==> src/rtl/spi_pkg.sv <==
// Shared types for the SPI transfer sequencer: controller state encoding and default word width.
package spi_pkg;

    localparam int SPI_WORD_WIDTH = 24;

    typedef enum logic [2:0] {
        IDLE,
        FETCH,
        LOAD,
        SHIFT,
        STORE,
        GAP
    } spi_ctrl_state_e;

endpackage

==> src/rtl/spi_sclk_gen.sv <==
// SCLK generator: CLK_DIV-cycle half-period divider and the SCLK toggle flop.
// Strobes flag the clk edge on which SCLK will rise or fall; held idle-low while disabled.
module spi_sclk_gen #(
    parameter int CLK_DIV = 4
) (
    input  logic clk,
    input  logic rst,
    input  logic en,
    output logic sclk,
    output logic rise_stb,
    output logic fall_stb
);

    localparam int DIV_W = (CLK_DIV > 1) ? $clog2(CLK_DIV) : 1;
    localparam logic [DIV_W-1:0] DIV_LAST = DIV_W'(CLK_DIV - 1);

    logic [DIV_W-1:0] div;
    logic             term;

    assign term     = (div == DIV_LAST);
    assign rise_stb = en && term && !sclk;
    assign fall_stb = en && term && sclk;

    always_ff @(posedge clk or posedge rst) begin
        if (rst) begin
            div  <= '0;
            sclk <= 1'b0;
        end else if (!en) begin
            div  <= '0;
            sclk <= 1'b0;
        end else if (term) begin
            div  <= '0;
            sclk <= ~sclk;
        end else begin
            div  <= div + 1'b1;
        end
    end

endmodule

==> src/rtl/spi_xfer_ctrl.sv <==
// SPI mode-0 master sequencer between a TX FIFO and an RX FIFO; CS held low across back-to-back words.
// Build option: define SPI_LOOPBACK_EN to sample the internal MOSI instead of spi_miso_i.
module spi_xfer_ctrl
    import spi_pkg::*;
#(
    parameter int DATA_WIDTH = SPI_WORD_WIDTH,
    parameter int CLK_DIV    = 4,
    parameter int CS_GAP     = 2
) (
    input  logic                  clk_i,
    input  logic                  rst_i,
    input  logic                  en_i,
    input  logic                  tx_empty_i,
    output logic                  tx_rd_o,
    input  logic [DATA_WIDTH-1:0] tx_data_i,
    input  logic                  rx_full_i,
    output logic                  rx_wr_o,
    output logic [DATA_WIDTH-1:0] rx_data_o,
    output logic                  spi_sclk_o,
    output logic                  spi_mosi_o,
    input  logic                  spi_miso_i,
    output logic                  spi_cs_no,
    output logic                  busy_o,
    output logic                  done_o
);

    localparam int BIT_W = $clog2(DATA_WIDTH);
    localparam logic [BIT_W-1:0] BIT_LAST = BIT_W'(DATA_WIDTH - 1);
    localparam int GAP_W = (CS_GAP > 1) ? $clog2(CS_GAP) : 1;
    localparam logic [GAP_W-1:0] GAP_LAST = (CS_GAP > 1) ? GAP_W'(CS_GAP - 1) : '0;

    spi_ctrl_state_e       state;
    logic [BIT_W-1:0]      bit_cnt;
    logic [GAP_W-1:0]      gap_cnt;
    logic [DATA_WIDTH-2:0] tx_shift;
    logic [DATA_WIDTH-1:0] rx_shift;
    logic                  rx_bit;
    logic                  shift_en;
    logic                  rise_stb;
    logic                  fall_stb;
    logic                  last_bit;

    assign shift_en = (state == SHIFT);
    assign last_bit = (bit_cnt == BIT_LAST);

`ifdef SPI_LOOPBACK_EN
    logic unused_miso;
    assign unused_miso = spi_miso_i;
    assign rx_bit      = spi_mosi_o;
`else
    assign rx_bit      = spi_miso_i;
`endif

    spi_sclk_gen #(
        .CLK_DIV (CLK_DIV)
    ) u_sclk_gen (
        .clk      (clk_i),
        .rst      (rst_i),
        .en       (shift_en),
        .sclk     (spi_sclk_o),
        .rise_stb (rise_stb),
        .fall_stb (fall_stb)
    );

    // Shift registers carry only data; a reset mid-word leaves them stale but they are fully
    // refilled before the next push, so they need no reset.
    always_ff @(posedge clk_i) begin
        if (state == LOAD) begin
            tx_shift <= tx_data_i[DATA_WIDTH-2:0];
        end else if (fall_stb && !last_bit) begin
            tx_shift <= {tx_shift[DATA_WIDTH-3:0], 1'b0};
        end
        if (rise_stb) begin
            rx_shift <= {rx_shift[DATA_WIDTH-2:0], rx_bit};
        end
    end

    always_ff @(posedge clk_i or posedge rst_i) begin
        if (rst_i) begin
            state      <= IDLE;
            bit_cnt    <= '0;
            gap_cnt    <= '0;
            tx_rd_o    <= 1'b0;
            rx_wr_o    <= 1'b0;
            done_o     <= 1'b0;
            busy_o     <= 1'b0;
            spi_mosi_o <= 1'b0;
            spi_cs_no  <= 1'b1;
            rx_data_o  <= '0;
        end else begin
            tx_rd_o <= 1'b0;
            rx_wr_o <= 1'b0;
            done_o  <= 1'b0;
            case (state)
                IDLE: begin
                    if (en_i && !tx_empty_i) begin
                        state   <= FETCH;
                        tx_rd_o <= 1'b1;
                        busy_o  <= 1'b1;
                    end
                end
                FETCH: begin
                    state     <= LOAD;
                    spi_cs_no <= 1'b0;
                end
                LOAD: begin
                    spi_mosi_o <= tx_data_i[DATA_WIDTH-1];
                    bit_cnt    <= '0;
                    state      <= SHIFT;
                end
                SHIFT: begin
                    // MOSI is frozen on the last falling edge so the final bit stays on the pin.
                    if (fall_stb) begin
                        if (last_bit) begin
                            state <= STORE;
                        end else begin
                            bit_cnt    <= bit_cnt + 1'b1;
                            spi_mosi_o <= tx_shift[DATA_WIDTH-2];
                        end
                    end
                end
                STORE: begin
                    if (!rx_full_i) begin
                        rx_wr_o   <= 1'b1;
                        done_o    <= 1'b1;
                        rx_data_o <= rx_shift;
                        if (en_i && !tx_empty_i) begin
                            state   <= FETCH;
                            tx_rd_o <= 1'b1;
                        end else begin
                            state     <= GAP;
                            spi_cs_no <= 1'b1;
                            gap_cnt   <= '0;
                        end
                    end
                end
                GAP: begin
                    if (gap_cnt == GAP_LAST) begin
                        state  <= IDLE;
                        busy_o <= 1'b0;
                    end else begin
                        gap_cnt <= gap_cnt + 1'b1;
                    end
                end
                default: begin
                    state  <= IDLE;
                    busy_o <= 1'b0;
                end
            endcase
        end
    end

endmodule

==> config.mk <==
export PLATFORM = sky130hd
export DESIGN_NAME = spi_xfer_ctrl
export DESIGN_NICKNAME = d
export VERILOG_FILES = /design/src/rtl/spi_pkg.sv /design/src/rtl/spi_sclk_gen.sv /design/src/rtl/spi_xfer_ctrl.sv
export SDC_FILE = /design/constraint.sdc
export NUM_CORES = 1
export LEC_CHECK = 0
export BUFFER_PORTS_ARGS = -buffer_cell sky130_fd_sc_hd__buf_2
export CAP_MARGIN = 15
export CORE_ASPECT_RATIO = 0.5
export CORE_MARGIN = 1.5
export CORE_UTILIZATION = 35
export CTS_CLUSTER_DIAMETER = 30
export DETAILED_ROUTE_END_ITERATION = 8
export GPL_ROUTABILITY_DRIVEN = 0
export SKIP_CTS_REPAIR_TIMING = 1
export SLEW_MARGIN = 20
export SYNTH_ARGS = -nofsm -noshare
export SYNTH_HDL_FRONTEND = slang
export SYNTH_SLANG_ARGS = --single-unit
==> constraint.sdc <==
create_clock -name clk_i -period 3.1 [get_ports clk_i]
set_input_delay 0.31 -clock clk_i [delete_from_list [all_inputs] [get_ports clk_i]]
set_output_delay 0.31 -clock clk_i [all_outputs]
set_load 0.005 [all_outputs]
==> results by group, run 1 <==
Outcome
  – Status: finished, final reports clean

Finish
  – Layout cells sized above 1: 48.4%
  – Area Overhead vs Synth: 20.9%
  – Final nets: 312
  – Ant diodes: 0

Logic synthesis
  – Synthesized cell area: 3560 sq um
  – Most common cell in the netlist: edfxtp_1
  – Avg Inst Size Synth: 16.8 sq um
  – Biggest area consumer among synthesized cells: edfxtp_1
  – Synth area leaders: edfxtp_1, dfrtp_1, mux2_2
  – FFs w/ async S/R, synth: 46.6%
  – Gate Count Post-Synth: 212
  – Post-synth cell types: 48
  – YS warnings: 0
  – Post-Syn Nets: 244
  – Sequential share of the synthesized area: 68.6%
  – Synthesis-stage register bit count: 88
  – Post-synth top area share: 39.7%
  – Synth cell count leaders: edfxtp_1, mux2_2, dfrtp_1
  – Number of synthesized flops with an enable pin: 47
  – Top_reg_cell synth: edfxtp_1

Timing
  – RSZ-0062 raised after global routing: no
  – Final Hold Viols: 0
  – Max-slew headroom: 39.8%
  – Fin. max-slew vios: 0
  – Final setup violation count: 0
  – Tcrit/Tclk final: 65.2%
  – Setup ws final: 1.08 ns
  – Hold_ws: 0.146 ns
  – Clk_skew: 0.00995 ns
  – Fmax: 0.495 GHz
  – TNS Setup: 0 ns
  – Post-route minimum period: 2.02 ns
  – Worst slew pin tran: 0.902 ns

Die
  – Full die area: 10,800 sq um
  – Placement Rows: 25
  – Die Y-Extent: 74.3 um
  – Die W: 146 um
  – Core area: 9670 sq um
  – IO Pins: 61
  – Starting Density: 36.8%

Detailed routing
  – Final antenna-violating net count: 0
  – DRT Pass-1 Iters: 4
  – DRC violations left: 0
  – Routed WL: 6.14 mm
  – Routed len/inst: 14.6 um
  – Vias per Instance: 4.76
  – Via count: 2,000
  – Iter 0 DRT Violations: 140

Worst setup path
  – Bufs and invs on worst path: 1
  – Worst path cell trace: ha_1 -> and4b_1 -> o31ai_4 -> buf_6
  – Cell family with most CP delay: compound AO/OA/AOI/OAI gates
  – CP arrival: 2.06 ns
  – WP data required: 3.14 ns
  – CP max FO: 17
  – Max incr delay on CP: 0.50 ns
  – CP max-delay cell: o31ai_4
  – Setup crit end kind: register
  – CP startpoint kind: register
  – Setup CP Type: register to register

Clock network
  – Htree depth: 3
  – Clock Pin Slew Worst Setup and Hold Paths: 0.07 ns
  – Root buffer cell: clkbuf_16
  – TritonCTS clock tree: built
  – CTS Buf Count: 9
  – CTS max path bufs: 2
  – Clk_lat worst skew: 0.34 ns
  – # clock sinks: 88

GRT
  – First-pass GRT wire length: 10.2 mm
  – Number of global-route vias before repair: 2,075
  – Total grt overflow: 0
  – Initial antenna violation count: 0
  – Largest net degree at the start of global routing: 26
  – Gr usage total: 12.5%

Pwr
  – Leak: 0.00174 uW
  – VDD IR max: 0.257 mV
  – Power density over the cells: 909 nW/um^2

Place
  – IO Port Bufs: 60
  – Setup WS pre-CTS: 0.682 ns
  – HPWL after DPL: 4.02 mm

Worst hold path
  – Worst min-delay path category: input pin to async pin

Flow run
  – Max_cap viols: 0
path summary, 6_finish.rpt:
check / startpoint / endpoint / slack (ns) / cells after the start
worst max register to register: bit_cnt[0] / tx_shift[5] / 1.08 / 4
min in group clk_i: spi_miso_i / rx_shift[0] / 0.15 / 1
worst max-delay path: bit_cnt[0] / tx_shift[5] / 1.08 / 4
max in group asynchronous: rst_i / rx_data_o[14] / 2.14 / 3
worst min register to register: rx_shift[4] / rx_shift[5] / 0.45 / 0
worst min-delay path: rst_i / rx_data_o[1] / 0.15 / 2
cell usage in the layout (no fill, tap or decap), drive strengths merged, types with 2 or more instances in the layout:
cell type,instances
nand3b,2
nand3,4
and2,2
nand2b,3
a31oi,2
clkinv,2
clkbuf,9
buf,66
inv,9
nor2b,3
nor3b,2
dfrtp,40
o211ai,2
a21oi,3
nor2,2
o21ai,4
ha,2
o22a,2
mux2,46
mux2i,2
edfxtp,47
nand2,5
nor3,2
metal layers:
metal | global-route usage, % | wire length (um) | vias to the layer above
met1 | 15.0 | 2740 | 983
met4 | 7.03 | 97 | 0
li1 | - | - | 938
met5 | 0 | 0 | -
met3 | 4.42 | 350 | 11
met2 | 20.3 | 2950 | 68
power breakdown:
part	internal, uW	switching [uW]	leakage [uW]
sequential	1630	185	0.000940
clock	633	458	0.000151
combinational	565	440	0.000649
total	2830	1080	0.00174
through the flow:
stage	util (%)	instances	total power [uW]	cell area, sq um
6_report	44.5	420	3910	4300
5_1_grt	44.5	420	4150	4300
4_1_cts	44.4	419	3960	4290
3_5_place_dp	41.3	403	2850	3990
3_3_place_gp	41.3	403	2800	3990
2_1_floorplan	-	212	2530	3560
flip-flops by register name (all words and copies together), names as in the netlist, 2 cells and up:
register        count
bit_cnt             5
rx_data_o          24
rx_shift           24
state               3
tx_shift           23
u_sclk_gen.div      2
worst register-to-register path, delay by kind of cell, from the launching register on:
family	cells	cell delay [ns]
AO/OA/AOI/OAI	1	0.50
buffers and inverters	1	0.27
flip-flops	1	0.40
adder cells (fa/ha/maj)	1	0.26
AND/OR/NAND/NOR	1	0.28
cells by family after synthesis:
group,after synthesis,synth area share (%)
AOI/OAI and AO/OA,24,5.24
adders and majority gates,2,0.703
and+or+nand+nor,35,7.39
muxes,48,15.1
xor gates and xnor gates,1,0.246
buffers and inverters,14,2.74
DFF,88,68.6
cell type report:
class,count,area (sq um)
clock buffer,9,225
clock inverter,7,75.1
fill,887,5360
inverter,5,18.8
multi-input combinational,110,1030
sequential,88,2440
tap,135,169
timing repair buffer,66,349
Power figures use the tool's default switching activity.
==> run 2: changes to the inputs <==
==> constraint.sdc (replaced) <==
create_clock -name clk_i -period 1.7 [get_ports clk_i]
set_input_delay 0.17 -clock clk_i [delete_from_list [all_inputs] [get_ports clk_i]]
set_output_delay 0.17 -clock clk_i [all_outputs]
set_load 0.005 [all_outputs]
==> run 2 against run 1 <==
Sequential power rose by 80%. Cell count rose by 5.0%. Non-clock buffer count rose by 21. Final area rose by 6.4%. Clock power rose by 88%. Die area did not move. Critical path depth rose by 1. Combinational power rose by 120%. Flip-flop and latch count did not move. Routed wire length rose by 2.2%. Critical path type unchanged. Highest routed layer unchanged.
==> results by group, run 2 (synthesis results as in run 1) <==
Outcome
  – Status: finished, final reports clean

Die
  – Starting Density: 36.8% (unchanged)
  – Placement Rows: 25 (unchanged)
  – Die W: 146 um (unchanged)
  – Core area: 9670 sq um (unchanged)
  – IO Pins: 61 (unchanged)
  – Full die area: 10,800 sq um (unchanged)
  – Die Y-Extent: 74.3 um (unchanged)

Finish
  – Finished Layout Cells: 441 (+5.0%)
  – Commonest non-fill, non-tap cell in the layout: buf_2
  – Largest regs: rx_data_o x24, rx_shift x24, tx_shift x23
  – Ant diodes: 0 (unchanged)
  – Commonest non-fill, non-tap cells in the layout: buf_2, edfxtp_1, mux2_2, dfrtp_1, buf_4
  – Area Overhead vs Synth: 28.7%
  – Filler cells: 848 (-4.4%)
  – Final nets: 333 (+6.7%)
  – Layout cells sized above 1: 52.3% (+3.9 points)
  – Fin util: 47.4% (+2.9 points)

GRT
  – GR Util met1: 15.6% (+0.55 points)
  – Met2 GRT Util: 20.8% (+0.58 points)
  – GR Util met3: 4.79% (+0.37 points)
  – Gr usage total: 12.7% (+0.24 points)
  – GRT Max-Usage Layer: met2
  – Largest net degree at the start of global routing: 26 (unchanged)
  – First-pass GRT wire length: 10.6 mm (+3.9%)
  – Initial antenna violation count: 0 (unchanged)
  – Total grt overflow: 0 (unchanged)
  – Number of global-route vias before repair: 2,132 (+2.7%)

Clock network
  – Root buffer cell: clkbuf_16
  – CTS max path bufs: 2 (unchanged)
  – TritonCTS clock tree: built
  – CTS Buf Count: 9 (unchanged)
  – Htree depth: 3 (unchanged)
  – Clock Pin Slew Worst Setup and Hold Paths: 0.06 ns (about the same)
  – # clock sinks: 88 (unchanged)
  – Clk_lat worst skew: 0.33 ns (about the same)

Timing
  – Worst slew pin tran: 0.681 ns (-0.221 ns)
  – RSZ-0062 raised after global routing: yes
  – Fin. max-slew vios: 0 (unchanged)
  – Max-slew headroom: 54.3% (+15 points)
  – Tcrit/Tclk final: 99.3% (+34 points)
  – Fmax: 0.593 GHz (+20%)
  – TNS Setup: 0 ns (unchanged)
  – Final Hold Viols: 0 (unchanged)
  – Final setup violation count: 0 (unchanged)
  – Clk_skew: 0.00782 ns (-0.00213 ns)
  – Setup ws final: 0.0127 ns (-1.07 ns)
  – Post-route minimum period: 1.69 ns (-0.334 ns)

Worst setup path
  – Max incr delay on CP: 0.39 ns (-0.11 ns)
  – CP max-delay cell: dfrtp_1
  – Worst path cell trace: ha_2 -> and4b_2 -> o31ai_4 -> buf_12 -> clkbuf_16
  – CP startpoint kind: register
  – CP max FO: 8 (-9)
  – Setup CP Type: register to register
  – CP arrival: 1.74 ns (-0.32 ns)
  – WP data required: 1.76 ns (-1.38 ns)
  – Setup crit end kind: register

Worst hold path
  – Worst min-delay path category: input pin to register

Detailed routing
  – Routed WL: 6.28 mm (+2.2%)
  – DRT Pass-1 Iters: 4 (unchanged)
  – Via count: 2,061 (+3.1%)
  – Iter 0 DRT Violations: 150 (+7.1%)
  – Final antenna-violating net count: 0 (unchanged)
  – Routed len/inst: 14.2 um (-2.6%)
  – Vias per Instance: 4.67 (-1.9%)
  – DRC violations left: 0 (unchanged)

Place
  – Placed insts: 420 (+4.2%)
  – IO Port Bufs: 60 (unchanged)
  – Setup WS pre-CTS: -0.000170 ns (-0.683 ns)
  – HPWL after DPL: 4.27 mm (+6.2%)

Flow run
  – Max_cap viols: 0 (unchanged)

Pwr
  – Final Power: 7550 uW (+93%)
  – Power density over the cells: 1650 nW/um^2 (+81%)
  – VDD IR max: 0.593 mV (+130%)
  – Leak: 0.00187 uW (+7.2%)
## run 2: changes by cell type in the layout (fill, tap and decap cells not counted), sizes merged
| cell | delta |
|---|---|
| inv | -3 |
| clkinvlp | +1 |
| dlygate4sd3 | +1 |
| buf | +19 |
| clkbuf | +3 |
## run 2: layer usage
layer  wire [um]  up-vias  part of all wire (%)
li1            -      987                     -
met1        2830     1011                    45
met2        3010       53                    48
met3         346       10                   5.5
met4          91        0                   1.4
met5           0        -                     0
## run 2: critical path, delay by kind of cell (launching register included)
kind,cells,cell delay [ns]
AO/OA/AOI/OAI,1,0.27
adder cells (fa/ha/maj),1,0.20
buffers and inverters,2,0.31
flip-flops,1,0.39
AND/OR/NAND/NOR,1,0.24
## run 2: final cells by class
type                    count  area (sq um)  share of cell area (%)
clock buffers              11           254                    5.55
clock inverters             5          60.1                    1.31
inverters                   5          18.8                   0.410
multi-input cells         110          1040                    22.7
flip-flops and latches     88          2440                    53.3
well taps                 135           169                    3.69
repair buffers             87           598                    13.1
## run 2: path summary, 6_finish.rpt
kind / start / depth (start not counted) / end / slack, ns
max: bit_cnt[0] / 5 / tx_shift[14] / 0.01
min: spi_miso_i / 1 / rx_shift[0] / 0.01
max reg2reg: bit_cnt[0] / 5 / tx_shift[14] / 0.01
min reg2reg: rx_shift[20] / 0 / rx_shift[21] / 0.44
max in group asynchronous: rst_i / 4 / spi_cs_no / 0.72
min in group asynchronous: rst_i / 3 / rx_data_o[3] / 0.39
## run 2: where the power goes
part	switching [uW]	internal, uW	leakage [uW]	total, uW
registers	275	2970	0.000940	3250
clock network	818	1240	0.000152	2050
logic	925	1320	0.000774	2250
## run 2: stage by stage
step / instance area, sq um / hold WS [ns]
after floorplan: 3570 / 0.269
after global placement: 4190 / 0.221
after detailed placement: 4190 / 0.223
after CTS: 4500 / -0.141
after global routing: 4580 / 0.000413
final: 4580 / 0.0132
==> run 3: changes to the inputs <==
--- a/config.mk
+++ b/config.mk
@@ -7,7 +7,7 @@
 export LEC_CHECK = 0
 export BUFFER_PORTS_ARGS = -buffer_cell sky130_fd_sc_hd__buf_2
 export CAP_MARGIN = 15
-export CORE_ASPECT_RATIO = 0.5
+export CORE_ASPECT_RATIO = 0.9
 export CORE_MARGIN = 1.5
 export CORE_UTILIZATION = 35
 export CTS_CLUSTER_DIAMETER = 30
==> run 3 against run 2 <==
Via count is 4.4% higher. Final area is 5.1% higher. Largest power group unchanged. Hold slack better by 0.0032 ns. Critical path type unchanged. Count of clock-buffer cells in the layout is 1 lower. Combinational power is 26% higher. The flow now finishes with violations (setup timing).
==> results by group, run 3 (synthesis results as in run 1) <==
GRT
  – First-pass GRT wire length: 10.2 mm (-3.3%)
  – Gr usage total: 12.6% (-0.11 points)
  – Number of global-route vias before repair: 2,017 (-5.4%)
  – Total grt overflow: 0 (unchanged)
  – Initial antenna violation count: 0 (unchanged)
  – Largest net degree at the start of global routing: 29 (+12%)

Worst setup path
  – CP arrival: 1.81 ns (+0.07 ns)
  – Worst setup path startpoint: bit_cnt[1]
  – CP max FO: 4 (-4)
  – Reg2reg path depth: 4 (-1)
  – WP data required: 1.75 ns (about the same)
  – Worst setup path endpoint: tx_shift[19]
  – Reg2reg start: bit_cnt[1]
  – Setup crit end kind: register
  – Reg2Reg Setup Slack: -0.06 ns (-0.07 ns)
  – Setup CP Type: register to register
  – R2r endpoint: tx_shift[19]
  – CP startpoint kind: register

Detailed routing
  – Iter 0 DRT Violations: 111 (-26%)
  – DRC violations left: 0 (unchanged)
  – Via count: 2,152 (+4.4%)
  – Routed WL: 6.98 mm (+11%)
  – Vias per Instance: 4.81 (+3.0%)
  – Routed len/inst: 15.6 um (+9.7%)
  – Final antenna-violating net count: 0 (unchanged)
  – DRT Pass-1 Iters: 4 (unchanged)

Finish
  – Largest regs: rx_data_o x24, rx_shift x24, tx_shift x23
  – Post-route cell area: 4810 sq um (+5.1%)
  – Layout cells sized above 1: 55.1% (+2.9 points)
  – Area Overhead vs Synth: 35.2%
  – Final nets: 348 (+4.5%)
  – Ant diodes: 0 (unchanged)
  – Commonest non-fill, non-tap cell in the layout: buf_2
  – Fin util: 49.2% (+1.8 points)
  – Commonest non-fill, non-tap cells in the layout: buf_2, edfxtp_1, dfrtp_1, mux2_2, buf_4
  – Filler cells: 835 (-1.5%)

Die
  – Placement Rows: 34 (+36%)
  – IO Pins: 61 (unchanged)
  – Full die area: 10,800 sq um (-0.33%)
  – Die W: 109 um (-25%)
  – Die Y-Extent: 98.6 um (+33%)
  – Core area: 9780 sq um (+1.2%)
  – Starting Density: 36.4% (-0.45 points)

Clock network
  – CTS Buf Count: 9 (unchanged)
  – Htree depth: 3 (unchanged)
  – Clock Pin Slew Worst Setup and Hold Paths: 0.07 ns (about the same)
  – Clk_lat worst skew: 0.33 ns (about the same)
  – Root buffer cell: clkbuf_16
  – CTS max path bufs: 2 (unchanged)
  – # clock sinks: 88 (unchanged)
  – TritonCTS clock tree: built

Timing
  – RSZ-0062 raised after global routing: yes
  – Worst slew pin tran: 0.642 ns (-0.0386 ns)
  – Max-slew headroom: 57.1% (+2.8 points)
  – Fin. max-slew vios: 0 (unchanged)
  – Tcrit/Tclk final: 103% (+4.2 points)
  – Setup ws final: -0.0594 ns (-0.0721 ns)
  – Clk_skew: 0.00920 ns (+0.00138 ns)
  – Post-route minimum period: 1.76 ns (+0.0721 ns)
  – Fmax: 0.568 GHz (-4.1%)
  – Final Hold Viols: 0 (unchanged)
  – Final setup violation count: 19 (+19)

Place
  – Post-place instance area: 4160 sq um (-0.78%)
  – HPWL after DPL: 4.18 mm (-2.3%)
  – Setup WS pre-CTS: -0.269 ns (-0.268 ns)
  – IO Port Bufs: 60 (unchanged)

Pwr
  – Power density over the cells: 1680 nW/um^2 (+1.9%)
  – Leak: 0.00203 uW (+9.0%)
  – VDD IR max: 0.555 mV (-6.4%)

Worst hold path
  – Worst min-delay path category: input pin to register

Outcome
  – Failing checks: setup timing
  – Status: finished with violations

Flow run
  – Max_cap viols: 0 (unchanged)
[run 3: how the worst min path moves through the flow]
stage,start,slack [ns],depth (start not counted),to
final,spi_miso_i,0.02,1,rx_shift[0]
after global placement,rst_i,0.29,2,spi_mosi_o
after global routing,spi_miso_i,0.009,1,rx_shift[0]
after floorplan,spi_miso_i,0.27,0,rx_shift[0]
after detailed placement,rst_i,0.30,2,spi_mosi_o
after CTS,rst_i,-0.05,2,state[1]
[run 3: critical path, stage by stage (launching register included)]
cell and delay (ns):
dfrtp_1 0.40, ha_2 0.19, and4b_2 0.25, o31ai_2 0.45, buf_4 0.20
[run 3: layer usage]
layer | routed length, um | part of all wire (%) | track usage [%] | up-vias
met5 | 0 | 0 | 0 | -
met1 | 3380 | 48 | 17.8 | 1079
li1 | - | - | - | 1018
met4 | 95 | 1.4 | 5.09 | 0
met2 | 3240 | 46 | 18.3 | 46
met3 | 258 | 3.7 | 3.70 | 9
[run 3: area by class of cell]
| class | count | area [sq um] | share of cell area, % |
|---|---|---|---|
| flip-flops and latches | 88 | 2440 | 50.7 |
| clock inverters | 6 | 73.8 | 1.53 |
| well taps | 126 | 158 | 3.28 |
| inverters | 5 | 18.8 | 0.390 |
| repair buffers | 101 | 748 | 15.6 |
| clock buffers | 10 | 229 | 4.76 |
| multi-input cells | 111 | 1140 | 23.8 |
[run 3: stage by stage]
stage	hold WS, ns	std cells	TNS (ns)	power [uW]
6_report	0.0164	447	-0.415	8080
3_3_place_gp	0.294	410	-13.96	5290
5_1_grt	0.00889	447	-2.75	8530
2_1_floorplan	0.269	212	-7.45	4630
4_1_cts	-0.0546	427	-9.40	7390
3_5_place_dp	0.304	411	-8.37	5370
[run 3: report_power, final]
part	switching, uW	internal (uW)	leakage, uW
clock	832	1160	0.000148
sequential	275	2970	0.000939
combinational	1110	1720	0.000945
